## src/rtl/period_meter.sv

```systemverilog
// Period / high-time meter: counts clk cycles between synchronized rising
// edges of in_sig, with optional back-to-back mode and an edge-wait timeout.
module period_meter #(
  parameter int CNT_WIDTH = 32
) (
  input  logic                 clk,
  input  logic                 reset,
  input  logic                 in_sig,
  input  logic                 start,
  input  logic                 continuous,
  input  logic [CNT_WIDTH-1:0] timeout_cycles,
  output logic [CNT_WIDTH-1:0] period_out,
  output logic [CNT_WIDTH-1:0] high_out,
  output logic                 valid,
  output logic                 timeout,
  output logic                 busy
);

  typedef enum logic [1:0] {S_IDLE, S_WAIT, S_MEAS} state_t;

  localparam logic [CNT_WIDTH-1:0] ALL1 = '1;
  localparam logic [CNT_WIDTH-1:0] ONE  = {{(CNT_WIDTH-1){1'b0}}, 1'b1};

  state_t               r_state, w_next;
  logic                 r_sync1, r_s, r_prev;
  logic [CNT_WIDTH-1:0] r_cnt, r_hcnt, r_tcnt;
  logic [CNT_WIDTH-1:0] r_period, r_high;
  logic                 r_valid, r_timeout;
  logic                 w_e, w_to_hit, w_cap, w_abort, w_restart;

  assign w_e = r_s & ~r_prev;
  // An edge in the expiry cycle takes priority over the timeout.
  assign w_to_hit = (timeout_cycles != '0) && (r_tcnt == timeout_cycles - ONE) && !w_e;

  always_ff @(posedge clk) begin
    if (reset) r_state <= S_IDLE;
    else       r_state <= w_next;
  end

  always_comb begin
    w_next = r_state;
    case (r_state)
      S_IDLE: if (start) w_next = S_WAIT;
      S_WAIT: begin
        if (w_e)           w_next = S_MEAS;
        else if (w_to_hit) w_next = S_IDLE;
      end
      S_MEAS: begin
        if (w_e)           w_next = continuous ? S_MEAS : S_IDLE;
        else if (w_to_hit) w_next = S_IDLE;
      end
      default: w_next = S_IDLE;
    endcase
  end

  always_comb begin
    busy      = (r_state != S_IDLE);
    w_cap     = (r_state == S_MEAS) && w_e;
    w_abort   = (r_state != S_IDLE) && w_to_hit;
    w_restart = (r_state != S_IDLE) && w_e;
  end

  always_ff @(posedge clk) begin
    if (reset) begin
      r_sync1   <= 1'b0;
      r_s       <= 1'b0;
      r_prev    <= 1'b0;
      r_cnt     <= '0;
      r_hcnt    <= '0;
      r_tcnt    <= '0;
      r_period  <= '0;
      r_high    <= '0;
      r_valid   <= 1'b0;
      r_timeout <= 1'b0;
    end else begin
      r_sync1   <= in_sig;
      r_s       <= r_sync1;
      r_prev    <= r_s;
      r_valid   <= w_cap;
      r_timeout <= w_abort;
      if (w_cap) begin
        r_period <= r_cnt;
        r_high   <= r_hcnt;
      end
      if (r_state == S_IDLE) begin
        r_tcnt <= '0;
      end else if (w_restart) begin
        r_cnt  <= ONE;
        r_hcnt <= ONE;
        r_tcnt <= '0;
      end else begin
        if (r_tcnt != ALL1) r_tcnt <= r_tcnt + ONE;
        // Counters only advance while measuring and saturate instead of wrapping.
        if (r_state == S_MEAS) begin
          if (r_cnt != ALL1)         r_cnt  <= r_cnt + ONE;
          if (r_s && r_hcnt != ALL1) r_hcnt <= r_hcnt + ONE;
        end
      end
    end
  end

  assign period_out = r_period;
  assign high_out   = r_high;
  assign valid      = r_valid;
  assign timeout    = r_timeout;

endmodule
```

## config.mk

```make
export PLATFORM = sky130hd
export DESIGN_NAME = period_meter
export DESIGN_NICKNAME = d
export VERILOG_FILES = /design/src/rtl/period_meter.sv
export SDC_FILE = /design/constraint.sdc
export NUM_CORES = 1
export LEC_CHECK = 0
export ABC_AREA = 1
export BUFFER_PORTS_ARGS = -buffer_cell sky130_fd_sc_hd__buf_4
export CELL_PAD_IN_SITES_DETAIL_PLACEMENT = 1
export CELL_PAD_IN_SITES_GLOBAL_PLACEMENT = 1
export CORE_MARGIN = 4
export CORE_UTILIZATION = 30
export CTS_CLUSTER_SIZE = 12
export DETAILED_ROUTE_END_ITERATION = 10
export PLACE_DENSITY = 0.71
export SLEW_MARGIN = 20
export SYNTH_ARGS = -nofsm -noshare
export SYNTH_HDL_FRONTEND = slang
export SYNTH_SLANG_ARGS = --single-unit
```

## constraint.sdc

```tcl
create_clock -name clk -period 2.1 [get_ports clk]
set_clock_uncertainty 0.2 [all_clocks]
set_input_delay 0.315 -clock clk [delete_from_list [all_inputs] [get_ports clk]]
set_output_delay 0.315 -clock clk [all_outputs]
set_load 0.05 [all_outputs]
```

==> Yosys cells after proc, flatten, opt, wreduce, memory -nomap -nowiden <==
Cells that the tools add are included.
{ "word_totals": {"memories": 0, "rom_bits": 0, "latch_bits": 0, "wordCells": 53, "output_inout_bits": 67, "ff_bits": 167, "mem_bits_rw": 0, "input_bits": 37} }
{ "op_classes": {"n_eq_ne": 7, "n_shift": 0, "magnitude_cmp": 0, "n_addsub": 4, "multipliers": 0, "n_reduce_logical": 16, "bitwise": 3, "muxes": 12, "div_mod_pow": 0} }
{ "op_table": {"columns": ["op", "n"], "rows": [
  ["2-to-1 mux 32 bit", 6],
  ["adder 32 x 1 -> 32 bit, second input constant", 3],
  ["inequality test 32 bit, second input constant", 3],
  ["equality test 32 bit", 1],
  ["nonzero test 32 bit", 1],
  ["subtractor 32 x 1 -> 32 bit, second input constant", 1],
  ["2-to-1 mux 2 bit", 5],
  ["nonzero test 2 bit", 4],
  ["logical AND 1 bit", 6],
  ["case mux 2 bit (3 select lines)", 1],
  ["AND reduction 3 bit", 2],
  ["OR reduction 3 bit", 1],
  ["equality test 2 x 1 -> 1 bit, second input constant", 1],
  ["equality test 2 bit, second input constant", 1],
  ["zero test 2 bit", 1],
  ["inequality test 2 bit, second input constant", 1],
  ["NOT 1 bit", 2],
  ["AND 1 bit", 1],
  ["zero test 1 bit", 1]
]} }

==> Depth between registers and ports, before layout <==
{ "depth": {"depth_word": 7, "depth_mapped": 17} }

==> Worst setup path before layout <==
Ideal clock, no wire load.
{ "synth_path": {"path_kind": "in2reg", "from": "in timeout_cycles[0]", "to": "reg r_state[1]", "path_buffers": 0, "t_arrival_ps": 1807, "required_time_ps": 1774, "path_slack_ps": -33, "setup_ps": 126, "path_stages": 17, "cell_sequence": "inv_1 ha_1 inv_1 nor2_1 nand2_1 nor2_4 nand3_1 inv_1 nand2_1 nand2_1 nand2_1 nor2_1 nand3_1 nor2_1 nand4_1 nand2_1 a21oi_1"} }
{ "synth_via": {"elab_chain_cells": 7, "elab_cells_between_ends": 9} }
{ "synth_lines": {"columns": ["item", "line_no", "rtl"], "rows": [
  ["start: declaration", "11", "input logic [CNT_WIDTH-1:0] timeout_cycles,"],
  ["subtractor 32 x 1 -> 32 bit", "33", "assign w_to_hit = (timeout_cycles != '0) && (r_tcnt == timeout_cycles - ONE) && !w_e;"],
  ["equality test 32 bit", "33", null],
  ["logical AND 1 bit (*) (2 in series)", "33", null],
  ["2-to-1 mux 2 bit (*)", null, null],
  ["2-to-1 mux 2 bit (on tied branches)", null, null],
  ["case mux 2 bit (3 select lines) (*)", null, null],
  ["end signal: assignment", "37", "else r_state <= w_next;"],
  ["end: declaration", "24", "state_t r_state, w_next;"]
]} }
Mark *: on every way between the ends. The rest lies on a longest branch, timed or not.
A chain may end at the register's enable or synchronous reset.

==> Worst setup path in the final report <==
{ "layout_path": {"from": "reg r_cnt[0]", "to": "reg r_cnt[28]"} }
{ "layout_via": {"elab_chain_cells": 4, "elab_cells_between_ends": 7} }
{ "layout_lines": {"columns": ["item", "line_no", "rtl"], "rows": [
  ["start: declaration", "26", "logic [CNT_WIDTH-1:0] r_cnt, r_hcnt, r_tcnt;"],
  ["start signal: assignment", "95", "if (r_cnt != ALL1) r_cnt <= r_cnt + ONE;"],
  ["adder 32 x 1 -> 32 bit", "95", null],
  ["2-to-1 mux 32 bit", "95", null],
  ["2-to-1 mux 32 bit", "94", "if (r_state == S_MEAS) begin"],
  ["2-to-1 mux 32 bit", "87", "end else if (w_restart) begin"]
]} }
Several ways; a longest one is shown, not always the timed one. The select of a mux whose other input is x is not followed.

==> metrics.md <==
| Metric | Value |
|---|---|
| DR WL/cell | between 15 and 20 um |
| Die area | about 34000 um^2 |
| Pwr/cell area | about 530 nW/um^2 |
| Core Box Area | between 30000 and 40000 um^2 |
| Layout area overhead | 42.6% |
| Worst flop-to-flop path endpoint | r_cnt[28] |
| CTS buffer count | 17 |
| Crit Path Max Fanout | 3 |
| Die span in x | between 150 and 200 um |
| Clk Tree Root Cell | clkbuf_16 |
| VDD IR max | ~560 uV |
| Place WS | -365 ps |
| Syn Nets | between 1000 and 1500 |
| Seq cells post-synth | around 170 |
| CP top delay family | simple AND/OR/NAND/NOR gates |
| CP required | around 2300 ps |
| Unrepaired setup endpoints after global routing | yes |
| CP peak stage delay | about 370 ps |
| Fin. Hold Viols | 0 |
| Final TNS setup | -101 ps |
| Slowest-stage cell, CP | dfxtp_4 |
| Leading area contributor after synthesis | dfxtp_1 |
| Critical-path cell list | ha_4 > inv_4 > nor4_4 > nand4_1 > nor4_2 > nand2_2 > nor3_4 > nand2_2 > nand2_1 > nand2_1 > nor2_1 |
| Reg2reg setup slack | -60 ps |
| Min Clock Period, post-route | ~2200 ps |
| Clock-pin slew on the worst setup and hold paths | ~80 ps |
| Final count of pins violating max slew | 0 |
| Placer congestion estimate | between 0.8 and 0.9 |
| Crit Path Category | reg2reg |
| Initial antenna violation count | 2 |
| Type of origin of the critical path | flop |
| Syn Area/Cell | a little under 7 um^2 |
| MaxCap Viol Count | 0 |
| Worst path bufs/invs | 1 |
| Synth cell types | 46 |
| Highest-count cells in the layout ignoring fill and taps | 294 x buf_4, 228 x nand2_1, 165 x inv_1 |
| CTS max path bufs | 2 |
| Setup ws final | -58.8 ps |
| FMAX | about 460 MHz |
| Hold Crit Endpoint | r_state[0] |
| Final Power | roughly 7.0 mW |
| Setup violations, final | 2 |
| Post-route DRC | 0 |
| DP HPWL | roughly 25000 um |
| Setup crit end kind | flop |
| Vias in the first global route | 10218 |
| DRT antenna net count | 0 |
| Hold Crit Class | in2reg |
| Final #Nets | about 1700 |
| Worst r2r path cells | 11 |
| Share of the yosys chip area belonging to registers | between 30% and 40% |
| Drt first pass iters | 5 |
| # clock sinks | 167 |
| Hold Path Origin | start |
| Congestion Overflow GR | 0 |
| GRT Total Usage | 19.2% |
| Post-synthesis cell area | between 9000 and 10000 um^2 |
| Slew HR | about two thirds |
| Final Cycle Share | 103% |
| Number of synthesis warnings | 0 |
| Share of cells above drive strength 1 | around a third |
| Cells after Synth | between 1000 and 1500 |
| FP Rows | between 60 and 70 |
| Initial DRC Count | 455 |
| Clock tree from TritonCTS | built |
| Die height | 184 um |
| Violated checks | setup timing |
| Routed wire length | roughly 34000 um |
| Latest clock arrival within the worst-skew pair | roughly 440 ps |
| Starting density of the core | between 30% and 40% |
| Outcome | finished with violations |
| Worst slew pin tran | a little under 500 ps |
| Port buffer count | 103 |
| Reg-to-reg critical path startpoint | r_cnt[0] |
| Largest net degree at the start of global routing | 83 |
| Area contributors post-synth | dfxtp_1 36%, nand2_1 9.8%, nor2_1 7.5% |
| Cells on Worst Hold Path | 3 |
| Leak Pwr | 5.81 nW |
| Critical path arrival | roughly 2300 ps |
| DR vias | roughly 10000 |
| Synth top area share | between 30% and 40% |
| First-pass GRT wire length | between 50000 and 60000 um |
| Commonest non-fill, non-tap cell in the layout | buf_4 |
| CTS H-tree lvls | 4 |
| IO Pins | 104 |
| Via/cell ratio | a little under 5 |
-- routing by layer --
| metal | routed length (um) | global-route usage, % | part of all wire [%] |
|---|---|---|---|
| met1 | 15600 | 25.5 | 46 |
| met2 | 16900 | 32.3 | 49 |
| met3 | 1130 | 3.05 | 3.3 |
| met4 | 616 | 5.77 | 1.8 |
| met5 | 0 | 0 | 0 |
-- power by group --
part	leakage, nW	internal [mW]	total (mW)	switching, mW
sequential	1.36	3.17	3.18	0.00843
combinational	4.16	0.247	0.589	0.342
clock	0.290	1.61	3.26	1.65
-- synth_stat cells, drive strengths merged --
master   number
nand2       256
nor2        207
inv         189
dfxtp       167
o21ai       131
a21oi       102
nor3         63
nand3        60
xor2         47
nand4        39
clkbuf       25
nor4         20
xnor2        18
buf          14
o21a          6
a211oi        5
a31oi         5
nand3b        5
and3          4
ha            4
a22oi         3
o21bai        3
or2           2
a2bb2oi       1
and2          1
nor3b         1
or3           1
-- kinds of logic after synthesis --
family / after synthesis / share of synthesized area (%)
xor gates and xnor gates: 65 / 6.21
DFF: 167 / 36.0
buffers and inverters: 228 / 9.52
AOI/OAI and AO/OA: 256 / 14.4
adders and majority gates: 4 / 0.538
and+or+nand+nor: 659 / 33.3
-- repair_timing --
| action | in CTS | in global routing |
|---|---|---|
| pin swaps | 11 | 40 |
| gates resized for setup | 43 | 154 |
| endpoints found under the hold margin | 11 | 0 |
| setup buffers | 5 | 25 |
| setup endpoints to repair | 59 | 86 |
| hold buffers | 3 | 0 |
-- cell type report --
class	count	area (um^2)
multi-input combinational	984	5630
inverter	189	732
clock buffer	17	425
clock inverter	15	175
tap	396	495
fill	3885	17300
sequential	167	3400
timing repair buffer	307	2390
antenna	2	5.00
-- state kept, by name, summed over array words and instances (netlist names) --
| signal | cells |
|---|---|
| r_cnt | 32 |
| high_out | 32 |
| valid | 1 |
| r_hcnt | 32 |
| timeout | 1 |
| r_s | 1 |
| period_out | 32 |
| r_state | 2 |
| r_tcnt | 32 |
| r_prev | 1 |
| r_sync1 | 1 |
-- worst min-delay path: cells and delay by family --
| family | cells | cell delay (ps) |
|---|---|---|
| AOI/OAI and AO/OA | 2 | 250 |
| buffers and inverters | 1 | 80 |
-- metrics by stage --
stage	utilization (%)	std cells	hold WS, ps	instance area, um^2
floorplan	-	1379	188	9300
global placement	38.4	2012	198	11700
detailed placement	38.4	2012	202	11700
CTS	41.0	2052	8.26	12500
global route	43.3	2077	32.1	13300
finish	43.3	2077	34.5	13300
-- worst max path at each step --
stage | startpoint | to | slack, ps | cells past startpoint
after global placement | timeout_cycles[0] | r_state[1] | -340 | 16
after global routing | r_cnt[0] | r_cnt[28] | -210 | 11
after CTS | r_cnt[0] | r_cnt[28] | -90 | 10
after floorplan | timeout_cycles[0] | r_state[1] | 50 | 17
after detailed placement | timeout_cycles[0] | r_state[1] | -370 | 16
final | r_cnt[0] | r_cnt[28] | -60 | 11
No activity file was read; power rests on OpenSTA's default activity.
